$ cat config.mk
export PLATFORM = sky130hd
export DESIGN_NAME = regfile_sweeper
export DESIGN_NICKNAME = d
export VERILOG_FILES = /design/src/rtl/regfile_sweeper.sv
export SDC_FILE = /design/constraint.sdc
export NUM_CORES = 1
export LEC_CHECK = 0
export ABC_CLOCK_PERIOD_IN_PS = 5400
export CORE_MARGIN = 8
export CORE_UTILIZATION = 55
export CTS_CLUSTER_DIAMETER = 40
export CTS_CLUSTER_SIZE = 16
export DETAILED_ROUTE_END_ITERATION = 10
export PLACE_DENSITY = 0.86
export SLEW_MARGIN = 10
export SYNTH_ARGS = -nofsm -noshare
export SYNTH_HDL_FRONTEND = slang
export SYNTH_SLANG_ARGS = --single-unit
$ cat constraint.sdc
create_clock -name clk -period 5.4 [get_ports clk]
set_clock_uncertainty 0.05 [all_clocks]
set_input_delay 0.81 -clock clk [delete_from_list [all_inputs] [get_ports clk]]
set_output_delay 0.81 -clock clk [all_outputs]
set_load 0.01 [all_outputs]
$ cat src/rtl/regfile_sweeper.sv
// regfile_sweeper: bulk FILL / DUMP sequencer that borrows the register-file
// write port and both read ports while the core is held.
module regfile_sweeper #(
  parameter int NREGS  = 32,
  parameter int ADDR_W = 5,
  parameter int DATA_W = 32
) (
  input  logic              clk,
  input  logic              rst_n,
  input  logic              start,
  input  logic              mode,
  input  logic [DATA_W-1:0] fill_base,
  input  logic [DATA_W-1:0] fill_step,
  output logic              busy,
  output logic              done,
  output logic              rf_regwr,
  output logic [ADDR_W-1:0] rf_rd,
  output logic [DATA_W-1:0] rf_data,
  output logic [ADDR_W-1:0] rf_ra,
  output logic [ADDR_W-1:0] rf_rb,
  input  logic [DATA_W-1:0] rf_outa,
  input  logic [DATA_W-1:0] rf_outb,
  output logic [DATA_W-1:0] dout,
  output logic [ADDR_W-1:0] dout_idx,
  output logic              dout_valid,
  input  logic              dout_ready
);

  typedef enum logic [2:0] {
    S_IDLE,
    S_FILL,
    S_DUMP_RD,
    S_DUMP_A,
    S_DUMP_B,
    S_DONE
  } state_t;

  localparam logic [ADDR_W-1:0] LAST_IDX  = ADDR_W'(NREGS - 1);
  localparam logic [ADDR_W-1:0] LAST_PAIR = ADDR_W'(NREGS - 2);

  state_t              state_q, state_d;
  logic [ADDR_W-1:0]   idx_q, idx_d;
  logic [DATA_W-1:0]   acc_q, acc_d;
  logic [DATA_W-1:0]   step_q, step_d;
  logic [DATA_W-1:0]   bufb_q, bufb_d;

  logic                busy_q, busy_d;
  logic                done_q, done_d;
  logic                rf_regwr_q, rf_regwr_d;
  logic [ADDR_W-1:0]   rf_rd_q, rf_rd_d;
  logic [DATA_W-1:0]   rf_data_q, rf_data_d;
  logic [ADDR_W-1:0]   rf_ra_q, rf_ra_d;
  logic [ADDR_W-1:0]   rf_rb_q, rf_rb_d;
  logic [DATA_W-1:0]   dout_q, dout_d;
  logic [ADDR_W-1:0]   dout_idx_q, dout_idx_d;
  logic                dout_valid_q, dout_valid_d;

  // Next-state logic; every output is computed for the upcoming state so it leaves a flop.
  always_comb begin
    state_d      = state_q;
    idx_d        = idx_q;
    acc_d        = acc_q;
    step_d       = step_q;
    bufb_d       = bufb_q;
    done_d       = 1'b0;
    rf_regwr_d   = 1'b0;
    rf_rd_d      = rf_rd_q;
    rf_data_d    = rf_data_q;
    rf_ra_d      = rf_ra_q;
    rf_rb_d      = rf_rb_q;
    dout_d       = dout_q;
    dout_idx_d   = dout_idx_q;
    dout_valid_d = dout_valid_q;

    unique case (state_q)
      S_IDLE: begin
        if (start) begin
          idx_d  = '0;
          acc_d  = fill_base;
          step_d = fill_step;
          if (mode) begin
            state_d = S_DUMP_RD;
            rf_ra_d = '0;
            rf_rb_d = ADDR_W'(1);
          end else begin
            state_d    = S_FILL;
            rf_regwr_d = 1'b1;
            rf_rd_d    = '0;
            rf_data_d  = fill_base;
          end
        end
      end

      S_FILL: begin
        if (idx_q == LAST_IDX) begin
          state_d = S_DONE;
          done_d  = 1'b1;
        end else begin
          idx_d      = idx_q + ADDR_W'(1);
          acc_d      = acc_q + step_q;
          rf_regwr_d = 1'b1;
          rf_rd_d    = idx_q + ADDR_W'(1);
          rf_data_d  = acc_q + step_q;
        end
      end

      S_DUMP_RD: begin
        // The even register goes straight to dout; the odd one waits in bufb.
        dout_d       = rf_outa;
        bufb_d       = rf_outb;
        dout_idx_d   = idx_q;
        dout_valid_d = 1'b1;
        state_d      = S_DUMP_A;
      end

      S_DUMP_A: begin
        if (dout_ready) begin
          dout_d     = bufb_q;
          dout_idx_d = idx_q + ADDR_W'(1);
          state_d    = S_DUMP_B;
        end
      end

      S_DUMP_B: begin
        if (dout_ready) begin
          dout_valid_d = 1'b0;
          if (idx_q == LAST_PAIR) begin
            state_d = S_DONE;
            done_d  = 1'b1;
          end else begin
            idx_d   = idx_q + ADDR_W'(2);
            rf_ra_d = idx_q + ADDR_W'(2);
            rf_rb_d = idx_q + ADDR_W'(3);
            state_d = S_DUMP_RD;
          end
        end
      end

      S_DONE: begin
        state_d = S_IDLE;
      end

      default: begin
        state_d = S_IDLE;
      end
    endcase

    busy_d = (state_d != S_IDLE);
  end

  // State, counters and registered outputs; reset clears everything asynchronously.
  always_ff @(posedge clk or negedge rst_n) begin
    if (!rst_n) begin
      state_q      <= S_IDLE;
      idx_q        <= '0;
      acc_q        <= '0;
      step_q       <= '0;
      bufb_q       <= '0;
      busy_q       <= 1'b0;
      done_q       <= 1'b0;
      rf_regwr_q   <= 1'b0;
      rf_rd_q      <= '0;
      rf_data_q    <= '0;
      rf_ra_q      <= '0;
      rf_rb_q      <= '0;
      dout_q       <= '0;
      dout_idx_q   <= '0;
      dout_valid_q <= 1'b0;
    end else begin
      state_q      <= state_d;
      idx_q        <= idx_d;
      acc_q        <= acc_d;
      step_q       <= step_d;
      bufb_q       <= bufb_d;
      busy_q       <= busy_d;
      done_q       <= done_d;
      rf_regwr_q   <= rf_regwr_d;
      rf_rd_q      <= rf_rd_d;
      rf_data_q    <= rf_data_d;
      rf_ra_q      <= rf_ra_d;
      rf_rb_q      <= rf_rb_d;
      dout_q       <= dout_d;
      dout_idx_q   <= dout_idx_d;
      dout_valid_q <= dout_valid_d;
    end
  end

  assign busy       = busy_q;
  assign done       = done_q;
  assign rf_regwr   = rf_regwr_q;
  assign rf_rd      = rf_rd_q;
  assign rf_data    = rf_data_q;
  assign rf_ra      = rf_ra_q;
  assign rf_rb      = rf_rb_q;
  assign dout       = dout_q;
  assign dout_idx   = dout_idx_q;
  assign dout_valid = dout_valid_q;

endmodule

==> flow_summary.json, run 1 <==
{
  "status": "complete, no violations",
  "drc": 0,
  "cp-end-kind": "register",
  "timing.final.crit_period_ns": 3.36,
  "power_switching_mw": 3.95,
  "cts_tree": "yes",
  "start_util": 0.562,
  "insertedDiodeCount": 0,
  "io_pins": 221,
  "grtUsageMet1": 0.306,
  "top_usage_layer": "met2",
  "via_per_inst": 5.73,
  "finalWirelength_um": 27500,
  "drtAntennaViolNets": 0,
  "grt_pass1_wl_um": 44300,
  "final-hold-violation-count": 0,
  "fin_nets": 1400,
  "muxShareOfSynthArea": 0.0535,
  "synthFlopType": "dfrtp_1",
  "core_um2": 17300,
  "dp_slack_ns": 1.88,
  "netlist_instances": 1033,
  "die-area_um2": 22200,
  "drt-initial-drc-count": 664,
  "grt_overflow_total": 0,
  "synth-seq-cells": 192,
  "slowest_stage": "inv_1",
  "p_int_mw": 5.02,
  "synth_fa_ha_area_frac": 0.0497,
  "post_cts_resized": 0,
  "startpoint_type": "register",
  "p_leak_nw": 5.65,
  "cts-root-buf": "clkbuf_16",
  "syn_area_per_cell_um2": 9.41,
  "arrival_ns": 3.66,
  "drive_above_1_share": 0.0878,
  "cts.sinks": 192,
  "first_global_vias": 8794,
  "p_sw_frac": 0.440,
  "cpMostUsedCell": "nor2_1",
  "power_density_nw_per_um2": 710,
  "synthXorXnorAreaFrac": 0.0279,
  "maxSlewHeadroom": 0.236,
  "ir_worst_vdd_mv": 0.396,
  "clockBufferDepth": 2,
  "dr.pass1.iters": 5,
  "synth_compound_area_frac": 0.171,
  "path_max_fanout": 40,
  "fin_setup_tns_ns": 0,
  "fillers": 1272,
  "multi_input_area_um2": 4630,
  "setup_viol": 0,
  "tightest_slew_ns": 1.14,
  "setup_ws_ns": 2.04,
  "max_freq_ghz": 0.298,
  "placed_cells": 1435,
  "crit_required_ns": 5.70,
  "dp_hpwl_um": 20000,
  "yosysUniqueCellTypes": 71,
  "avgRoutedWirePerCell_um": 18.7,
  "async_flop_share": 1.00,
  "antenna_found_initial": 0,
  "synth_edf_count": 0,
  "grtUsageMet2": 0.411,
  "critPathKind": "register to register",
  "rsz0062_at_grt": "no",
  "max_cap_violations": 0,
  "hold_class": "primary input to async pin",
  "grt_util_met3": 0.0625,
  "cts_setup_buffers": 0,
  "grt_start_max_net_pins": 85,
  "die_y_um": 149,
  "critPathMaxStageDelay_ns": 0.74,
  "clkTransAtPathRegs_ns": 0.07,
  "via_count": 8402,
  "ff2ff_setup_slack_ns": 2.04,
  "p_comb_frac": 0.576,
  "ys_seq_area_frac": 0.494,
  "synth_nets": 1204,
  "synth-warning-count": 0,
  "htreeDepth": 4,
  "die_width_um": 149,
  "crit_chain": "nand2b_1 > or2_2 > nor2_1 > buf_4 > nor2_1 > inv_1 > buf_4 > nor2_1 > a21oi_1",
  "final_cells": 1467,
  "p_seq_frac": 0.290,
  "cts_buffers": 17,
  "synth_top_family_by_area": "simple AND/OR/NAND/NOR gates",
  "cts_hold_buffers": 0,
  "clkLatencyLatePin_ns": 0.43,
  "seqCellArea_um2": 4800,
  "syn_to_final_growth_pct": 29.8,
  "fin_crit_sh": 0.622,
  "routabilityCongestion": 0.893,
  "synthSimpleGateAreaFrac": 0.172,
  "slew_violations": 0,
  "rows": 48,
  "p_clk_frac": 0.134,
  "io_buffers": 220,
  "syn_area_um2": 9730,
  "grt_usage": 0.248
}
==> placed cells by master, fill, tap and decap left out, types with 12 or more instances in the layout <==
master             n
inv_1             16
clkdlybuf4s50_1  219
ha_1              37
nand2_1          234
a31oi_1           14
a22oi_1           34
mux2_2            40
a21oi_1           62
o21ai_0           50
xnor2_1           18
xor2_1            13
dfrtp_1          192
nand3_1           13
buf_4             12
clkbuf_16         17
nor2_1           108
==> worst paths after layout <==
check	from	end	depth (start not counted)
setup / recovery	state_q[0]	rf_data[3]	9
hold / removal	rst_n	rf_data[0]	1
setup reg to reg	state_q[0]	rf_data[3]	9
hold reg to reg	dout[30]	dout[30]	2
max in group asynchronous	rst_n	bufb_q[27]	2
min in group clk	dout[30]	dout[30]	2
==> metrics by stage <==
stage	power [mW]	hold WS, ns	utilization	area (um^2)
6_report	8.97	0.374	0.730	12600
5_1_grt	9.63	0.411	0.730	12600
4_1_cts	8.97	0.387	0.730	12600
3_5_place_dp	7.73	0.412	0.698	12100
3_3_place_gp	7.53	0.407	0.698	12100
2_1_floorplan	6.05	0.400	-	9730
==> Yosys cell counts (all sizes together), types with 9 or more instances <==
cell type / instances / area (um^2)
a211oi: 12 / 95.1
inv: 16 / 60.1
a21oi: 62 / 310
nand3: 14 / 75.1
xnor2: 18 / 158
a31oi: 16 / 121
mux2: 40 / 450
nor2: 111 / 417
nand2: 234 / 878
a22oi: 34 / 255
o21ai: 53 / 269
buf: 16 / 71.3
xor2: 13 / 114
a21o: 10 / 76.3
o211ai: 10 / 75.1
o21a: 9 / 67.6
clkbuf: 38 / 164
ha: 37 / 463
dfrtp: 192 / 4800
==> worst max-delay path: cells and delay by family, from the launching register on <==
kind	cells	cell delay [ns]
flops	1	0.61
buf+inv	3	1.35
simple gates	5	1.12
compound gates	1	0.12
==> cell type report <==
class,count,area share
Multi-Input combinational cell,770,0.367
Inverter,16,0.00476
Tap cell,225,0.0223
Sequential cell,192,0.381
Timing Repair Buffer,232,0.182
Clock buffer,17,0.0337
Clock inverter,15,0.0103
==> power by group through the flow <==
stage	clock [mW]	combinational [mW]	sequential, mW
after global routing	1.28	5.67	2.68
final	1.20	5.16	2.60
after global placement	0	4.94	2.59
after detailed placement	0	5.12	2.61
after floorplan	0	3.45	2.61
after CTS	1.22	5.15	2.60
==> flip-flops by register name, summed over array words and instances, names as in the netlist <==
signal,count
rf_regwr,1
acc_q,32
step_q,32
dout_valid,1
bufb_q,32
idx_q,5
rf_data,32
rf_rd,5
dout,32
busy,1
rf_ra,5
rf_rb,5
done,1
state_q,3
dout_idx,5
==> per-layer routing <==
metal  vias up  share of wire
met5         -              0
met4         0          0.028
met3        46          0.076
met2       319           0.49
met1      4063           0.41
li1       3974              -
==> logic make-up (layout without fill, tap and decap cells) <==
logic type	after synthesis	count (layout)
buffers and inverters	71	280
xor gates and xnor gates	31	31
muxes	47	47
AOI/OAI and AO/OA	249	249
adders and majority gates	38	38
DFF	192	192
and+or+nand+nor	405	405
(Power assumes the default switching activity.)
==> run 2, diff against run 1 <==
--- a/config.mk
+++ b/config.mk
@@ -5,13 +5,13 @@
 export SDC_FILE = /design/constraint.sdc
 export NUM_CORES = 1
 export LEC_CHECK = 0
-export ABC_CLOCK_PERIOD_IN_PS = 5400
+export ABC_CLOCK_PERIOD_IN_PS = 2950
 export CORE_MARGIN = 8
-export CORE_UTILIZATION = 55
+export CORE_UTILIZATION = 46
 export CTS_CLUSTER_DIAMETER = 40
 export CTS_CLUSTER_SIZE = 16
 export DETAILED_ROUTE_END_ITERATION = 10
-export PLACE_DENSITY = 0.86
+export PLACE_DENSITY = 0.77
 export SLEW_MARGIN = 10
 export SYNTH_ARGS = -nofsm -noshare
 export SYNTH_HDL_FRONTEND = slang
==> constraint.sdc (replaced) <==
create_clock -name clk -period 2.95 [get_ports clk]
set_clock_uncertainty 0.05 [all_clocks]
set_input_delay 0.4425 -clock clk [delete_from_list [all_inputs] [get_ports clk]]
set_output_delay 0.4425 -clock clk [all_outputs]
set_load 0.01 [all_outputs]
==> flow_summary.json, run 2 (synthesized netlist as in run 1, its figures left out) <==
{
  "cts_buffers": 17,
  "p_leak_nw": 5.77,
  "fin_crit_sh": 0.978,
  "crit_required_ns": 3.17,
  "insertedDiodeCount": 0,
  "p_comb_frac": 0.588,
  "grt_start_max_net_pins": 68,
  "r2r_cells": 12,
  "cp-end-kind": "register",
  "tightest_slew_ns": 1.01,
  "rsz0062_at_grt": "yes",
  "drc": 0,
  "start_util": 0.466,
  "p_int_mw": 9.46,
  "arrival_ns": 3.11,
  "hold_class": "register to register",
  "grt_overflow_total": 0,
  "power_mw": 16.8,
  "slew_violations": 0,
  "drt-initial-drc-count": 608,
  "seqCellArea_um2": 4800,
  "antenna_found_initial": 0,
  "cts.sinks": 192,
  "clkTransAtPathRegs_ns": 0.07,
  "p_clk_frac": 0.131,
  "cts-root-buf": "clkbuf_16",
  "layout_commonest_cell": "nand2_1",
  "rows": 53,
  "power_switching_mw": 7.36,
  "dp_hpwl_um": 20700,
  "power_density_nw_per_um2": 1300,
  "clkLatencyLatePin_ns": 0.44,
  "critPathKind": "register to register",
  "path_max_fanout": 3,
  "setup_ws_ns": 0.0644,
  "io_pins": 221,
  "io_buffers": 220,
  "core_um2": 20900,
  "hold_depth": 2,
  "finalWirelength_um": 28300,
  "setup_viol": 0,
  "final-hold-violation-count": 0,
  "p_sw_frac": 0.438,
  "ir_worst_vdd_mv": 0.682,
  "multi_input_area_um2": 4650,
  "via_count": 8335,
  "die_width_um": 161,
  "first_global_vias": 8330,
  "drive_above_1_share": 0.108,
  "grt_pass1_wl_um": 45500,
  "die_y_um": 161,
  "layout_common_cells": "234 x nand2_1, 219 x clkdlybuf4s50_1, 192 x dfrtp_1, 107 x nor2_1, 62 x a21oi_1",
  "htreeDepth": 4,
  "max_cap_violations": 0,
  "grt_usage": 0.217,
  "cts_tree": "yes",
  "status": "complete, no violations",
  "clockBufferDepth": 2,
  "max_freq_ghz": 0.347,
  "routabilityCongestion": 0.908,
  "timing.final.crit_period_ns": 2.89,
  "die-area_um2": 26100,
  "dp_slack_ns": 0.0264,
  "p_seq_frac": 0.281,
  "startpoint_type": "register",
  "syn_to_final_growth_pct": 32.8,
  "fillers": 1779,
  "avgRoutedWirePerCell_um": 18.3,
  "fin_nets": 1425,
  "drtAntennaViolNets": 0,
  "maxSlewHeadroom": 0.326,
  "via_per_inst": 5.41,
  "dr.pass1.iters": 5
}
## run 2: final cells by class
type | instances | area share
repair buffers | 257 | 0.194
inverters | 16 | 0.00465
multi-input cells | 770 | 0.360
well taps | 275 | 0.0266
clock inverters | 14 | 0.00949
flip-flops and latches | 192 | 0.372
clock buffers | 17 | 0.0329
## run 2: timing repair
| action | 4_1_cts | 5_1_grt |
|---|---|---|
| hold buffers | 1 | 0 |
| pin swaps | 2 | 6 |
| buffers inserted | 0 | 2 |
| gates resized for setup | 3 | 5 |
| endpoints found under the hold margin | 55 | 0 |
| setup endpoints to repair | 7 | 16 |
## run 2: worst max-delay path: stages, from the launching register on
cell      delay, ns
dfrtp_1        0.39
ha_2           0.21
fa_2           0.39
a211oi_4       0.24
nor2_2         0.08
o31ai_1        0.20
buf_4          0.16
o211a_1        0.16
o31ai_2        0.10
and2b_1        0.18
a31oi_1        0.21
mux2i_1        0.24
o211ai_1       0.10
## run 2: layer usage
metal | global-route usage | vias up | part of all wire
li1 | - | 4013 | -
met1 | 0.278 | 4002 | 0.43
met2 | 0.358 | 264 | 0.49
met3 | 0.0417 | 56 | 0.050
met4 | 0.0859 | 0 | 0.032
met5 | 0 | - | 0
## run 2: power by group through the flow
| stage | registers, mW | clock network (mW) | logic (mW) |
|---|---|---|---|
| final | 4.73 | 2.21 | 9.89 |
| after floorplan | 4.77 | 0 | 6.31 |
| after global routing | 4.88 | 2.35 | 10.9 |
| after CTS | 4.72 | 2.25 | 9.79 |
| after detailed placement | 4.75 | 0 | 9.67 |
| after global placement | 4.70 | 0 | 9.48 |
## run 2: metrics by stage
stage	instances	utilization	instance area [um^2]	hold WS (ns)	TNS (ns)
after global placement	1507	0.590	12300	0.395	0
after global routing	1541	0.618	12900	0.440	-0.266
after CTS	1539	0.617	12900	0.430	0
after floorplan	1033	-	9730	0.0969	0
after detailed placement	1507	0.590	12300	0.397	0
final	1541	0.618	12900	0.425	0
## run 2: path summary, 6_finish.rpt
kind / start / endpoint / slack, ns
worst max register to register: acc_q[0] / acc_q[30] / 0.06
min in group asynchronous: rst_n / rf_regwr / 0.47
worst max-delay path: acc_q[0] / acc_q[30] / 0.06
max in group asynchronous: rst_n / step_q[30] / 1.55
worst min-delay path: dout[16] / dout[16] / 0.42
worst min register to register: dout[16] / dout[16] / 0.42
==> run 3, diff against run 2 <==
--- a/config.mk
+++ b/config.mk
@@ -12,7 +12,6 @@
 export CTS_CLUSTER_SIZE = 16
 export DETAILED_ROUTE_END_ITERATION = 10
 export PLACE_DENSITY = 0.77
-export SLEW_MARGIN = 10
 export SYNTH_ARGS = -nofsm -noshare
 export SYNTH_HDL_FRONTEND = slang
 export SYNTH_SLANG_ARGS = --single-unit
==> results of run 3 <==
The final DEF is identical to that of run 2; final timing and power are the same.
